**config.mk**
```make
export PLATFORM = sky130hd
export DESIGN_NAME = shiftreg_loader
export DESIGN_NICKNAME = d
export VERILOG_FILES = /design/src/rtl/shiftreg_loader.sv
export SDC_FILE = /design/constraint.sdc
export NUM_CORES = 1
export LEC_CHECK = 0
export CORE_UTILIZATION = 30
export DETAILED_ROUTE_END_ITERATION = 8
export PLACE_DENSITY = 0.59
export SYNTH_ARGS = -nofsm -noshare
export SYNTH_HDL_FRONTEND = slang
export SYNTH_SLANG_ARGS = --single-unit
```
**constraint.sdc**
```tcl
create_clock -name clk -period 6.6 [get_ports clk]
set_clock_uncertainty 0.2 [all_clocks]
set_input_delay 1.65 -clock clk [delete_from_list [all_inputs] [get_ports clk]]
set_output_delay 1.65 -clock clk [all_outputs]
set_load 0.02 [all_outputs]
```
**src/rtl/shiftreg_loader.sv**
```systemverilog
// Serial configuration loader: shifts an N-bit frame MSB first on a divided sclk,
// captures the far-end readback from sr_out, then pulses latch to commit the frame.
module shiftreg_loader #(
  parameter int N      = 59,
  parameter int CLKDIV = 4
) (
  input  logic         clk,
  input  logic         rst,
  input  logic         start,
  input  logic [N-1:0] data,
  input  logic         sr_out,
  output logic         sclk,
  output logic         sdin,
  output logic         latch,
  output logic         busy,
  output logic         done,
  output logic [N-1:0] rdata
);

  localparam int DW = $clog2(CLKDIV + 1);
  localparam int BW = $clog2(N);
  localparam logic [DW-1:0] DIV_LAST = DW'(CLKDIV - 1);
  localparam logic [BW-1:0] BIT_LAST = BW'(N - 1);
  localparam logic [BW-1:0] IDX_TOP  = BW'(N - 2);

  typedef enum logic [2:0] {
    IDLE,
    LOW,
    HIGH,
    LATCH,
    DONE
  } state_t;

  state_t         state;
  state_t         state_next;
  logic [DW-1:0]  div;
  logic [BW-1:0]  bit_cnt;
  logic [N-1:0]   shadow;
  logic           phase_end;
  logic           last_bit;

  assign phase_end = (div == DIV_LAST);
  assign last_bit  = (bit_cnt == BIT_LAST);

  always_ff @(posedge clk) begin
    if (rst) begin
      state <= IDLE;
    end else begin
      state <= state_next;
    end
  end

  always_comb begin
    state_next = state;
    case (state)
      IDLE:    if (start) state_next = LOW;
      LOW:     if (phase_end) state_next = HIGH;
      HIGH:    if (phase_end) state_next = last_bit ? LATCH : LOW;
      LATCH:   if (phase_end) state_next = DONE;
      DONE:    state_next = IDLE;
      default: state_next = IDLE;
    endcase
  end

  // Strobes are registered copies of the upcoming state so they line up with it.
  always_ff @(posedge clk) begin
    if (rst) begin
      sclk    <= 1'b0;
      sdin    <= 1'b0;
      latch   <= 1'b0;
      busy    <= 1'b0;
      done    <= 1'b0;
      rdata   <= '0;
      shadow  <= '0;
      div     <= '0;
      bit_cnt <= '0;
    end else begin
      sclk  <= (state_next == HIGH);
      latch <= (state_next == LATCH);
      busy  <= (state_next inside {LOW, HIGH, LATCH});
      done  <= (state_next == DONE);

      if ((state != state_next) || (state == IDLE)) begin
        div <= '0;
      end else begin
        div <= div + 1'b1;
      end

      case (state)
        IDLE: begin
          if (start) begin
            shadow  <= data;
            sdin    <= data[N-1];
            bit_cnt <= '0;
          end
        end
        // Readback is sampled on the edge sclk rises, before the far end shifts.
        LOW: begin
          if (phase_end) begin
            rdata <= {rdata[N-2:0], sr_out};
          end
        end
        HIGH: begin
          if (phase_end) begin
            if (!last_bit) begin
              bit_cnt <= bit_cnt + 1'b1;
              sdin    <= shadow[IDX_TOP - bit_cnt];
            end else begin
              sdin <= 1'b0;
            end
          end
        end
        default: ;
      endcase
    end
  end

endmodule
```
==> flow_metrics.py <==
metrics = {
    "yosys": {
        "ys_seq_elements": 135,
        "synth_edf_count": 0,
        "avgSynthCellArea_um2": 8.30,
        "synth_area_um2": 5490,
        "ys.flop_type": "dfxtp_1",
        "ys_async_sr_fraction": 0,
        "ys_seq_area_frac": 0.492,
        "synth_warnings": 0,
        "netlist_instances": 661,
        "synth.distinct_cells": 49,
        "syn_nets": 731,
    },
    "placement": {
        "dp_hpwl_mm": 8.59,
        "gp_congestion": 0.732,
        "port-buffer-count": 126,
        "dp_slack_ns": 2.40,
    },
    "sta": {
        "hold_violations": 0,
        "rsz0062_at_grt": "false",
        "min_period_ns": 3.78,
        "worstMarginPinSlew_ns": 1.18,
        "finalSetupTns_ns": 0,
        "fmax_mhz": 264,
        "setup_slack_ns": 2.82,
        "finalCritPeriodShare": 0.573,
        "finalSetupViolCount": 0,
        "slew_headroom": 0.207,
        "slew_violations": 0,
    },
    "floorplanning": {
        "die_h_um": 137,
        "die_w_um": 137,
        "dieArea_um2": 18800,
        "fp.coreArea_um2": 18000,
        "ios": 127,
        "initial_utilization": 0.305,
        "num_rows": 49,
    },
    "cts": {
        "worstSkewPairLatency_ns": 0.41,
        "cts_buffer_depth": 2,
        "post-cts-setup-buffers": 0,
        "clockRootBuffer": "clkbuf_16",
        "clock-sinks": 135,
        "cts.repair.resized": 0,
        "cts_buffers": 17,
        "path_clk_slew_ns": 0.06,
        "htreeDepth": 4,
        "tritoncts": "yes",
        "postCtsHoldBufs": 0,
    },
    "power_and_ir_drop": {
        "p_leak_nw": 2.53,
        "powerDensity_nw_per_um2": 266,
        "vdd_drop_max_mv": 0.161,
    },
    "flow_run": {
        "drv_cap": 0,
    },
    "critical_path": {
        "worst_r2r_path_depth": 8,
        "crit_chain": "clkdlybuf4s50_1 > nor4b_4 > buf_4 > nand2_1 > a21oi_1",
        "arrival_ns": 3.92,
        "cpPeakStageDelay_ns": 0.96,
        "r2r-start": "bit_cnt[1]",
        "worstPathMaxFanout": 42,
        "worstSetupPathType": "primary input to flip-flop",
        "critical_path.slowest_cell": "nor4b_4",
        "r2r-end": "sdin",
        "start_kind": "primary input",
        "rrSetupSlack_ns": 3.86,
        "end_kind": "flip-flop",
        "critPathRequiredTime_ns": 6.74,
    },
    "global_route": {
        "antenna_found_initial": 0,
        "grt_first_pass_wirelength_mm": 21.6,
        "grt_max_degree": 72,
        "grt_pass1_vias": 4171,
        "globalRoute.totalOverflow": 0,
        "grt.total_usage": 0.147,
    },
    "status": {
        "outcome": "finished clean",
    },
    "finish": {
        "drive_above_1_share": 0.0813,
        "antennaDiodeCount": 0,
        "area_growth_pct": 36.8,
        "nNetsFinal": 832,
    },
    "routing": {
        "wl_per_cell_um": 13.5,
        "drc": 0,
        "routed_wl_mm": 13.6,
        "antenna_left": 0,
        "vias": 4642,
        "firstDrtPassIters": 5,
        "routed_via_density": 4.62,
        "drt_iter0_markers": 366,
    },
    "hold_path": {
        "hold_class": "flip-flop to flip-flop",
        "hold_end": "div[0]",
        "min_from": "div[0]",
        "holdPathStages": 1,
    },
}
==> worst max-delay path: cells and delay by family <==
family                 cells  cell delay [ns]
AO/OA/AOI/OAI              1             0.13
buffers and inverters      2             1.04
AND/OR/NAND/NOR            2             1.07
==> area by class of cell <==
class                      instances  area [µm²]
sequential                       135        2700
timing repair buffer             132        1300
fill                            1807       10500
inverter                          10        37.5
clock inverter                    12         176
multi-input combinational        466        2550
tap                              229         287
clock buffer                      20         447
==> per-stage QoR <==
step / power, mW / utilization / hold WS, ns / instances / instance area (µm²)
after floorplan: 0.959 / - / 0.199 / 661 / 5490
after global placement: 1.02 / 0.383 / 0.213 / 972 / 6890
after detailed placement: 1.02 / 0.383 / 0.220 / 972 / 6890
after CTS: 2.02 / 0.418 / 0.228 / 1004 / 7510
after global routing: 2.08 / 0.418 / 0.248 / 1004 / 7510
final: 2.00 / 0.418 / 0.224 / 1004 / 7510
==> metal layers <==
layer	GRT usage	routed length, µm	share of wire
met5	0	0	0
met4	0.0537	197	0.015
met3	0.0331	461	0.034
met2	0.219	6280	0.46
met1	0.205	6620	0.49
==> cell usage after synthesis, types with 2 or more instances <==
library cell  instances  area [µm²]
a2111oi_4             2        55.1
a211oi_1              4        30.0
a21oi_1             123         616
a31oi_1               3        18.8
buf_2                 6        30.0
buf_6                 3        33.8
clkbuf_1             39         146
dfxtp_1             135        2700
ha_1                  7        87.6
inv_1                10        37.5
mux2i_1               3        30.0
mux4_2               13         293
nand2_1             246         923
nand3_1               4        20.0
nor2_1               11        41.3
nor2b_1               3        18.8
nor3_1                5        25.0
nor3_2                2        20.0
o211ai_1              3        22.5
o21ai_0               3        15.0
or4_1                 2        15.0
xnor2_1               5        43.8
xor2_1                3        26.3
==> cell usage in the layout, fill, tap and decap left out, types with 4 or more instances in the layout <==
cell type,synthesis,routed
buf_4,1,7
nand3_1,4,4
a21oi_1,123,123
xnor2_1,5,5
nand2_1,246,246
a211oi_1,4,4
dfxtp_1,135,135
clkbuf_16,0,17
clkdlybuf4s50_1,0,125
bufinv_16,0,4
inv_1,10,10
ha_1,7,7
mux4_2,13,13
nor2_1,11,11
nor3_1,5,5
==> logic make-up (layout without fill, tap and decap cells) <==
family | count (synthesis) | in the layout | synth area share
AOI/OAI and AO/OA | 150 | 150 | 0.158
xor gates and xnor gates | 8 | 8 | 0.0128
adders and majority gates | 7 | 7 | 0.0160
buffers and inverters | 60 | 174 | 0.0472
DFF | 135 | 135 | 0.492
muxes | 17 | 17 | 0.0609
and+or+nand+nor | 284 | 284 | 0.213
==> report_power, final <==
| group | switching [mW] | internal, mW |
|---|---|---|
| combinational | 0.0750 | 0.0704 |
| clock | 0.351 | 0.641 |
| sequential | 0.0153 | 0.843 |
==> registers in the layout, indices dropped and copies added (netlist names) <==
name     flops
done         1
bit_cnt      6
latch        1
state        3
sclk         1
busy         1
sdin         1
rdata       59
shadow      59
div          3
==> worst max-delay path by stage <==
stage                 end  depth (start not counted)  slack, ns  start
6_report       shadow[53]                          5       2.82  start
5_1_grt        shadow[42]                          5       2.68  start
4_1_cts        shadow[53]                          5       2.83  start
3_5_place_dp   shadow[53]                          5       2.40  start
3_3_place_gp   shadow[53]                          5       2.50  start
2_1_floorplan  shadow[48]                          6       3.49  start
Note: power is estimated with default switching activity, not from simulation.
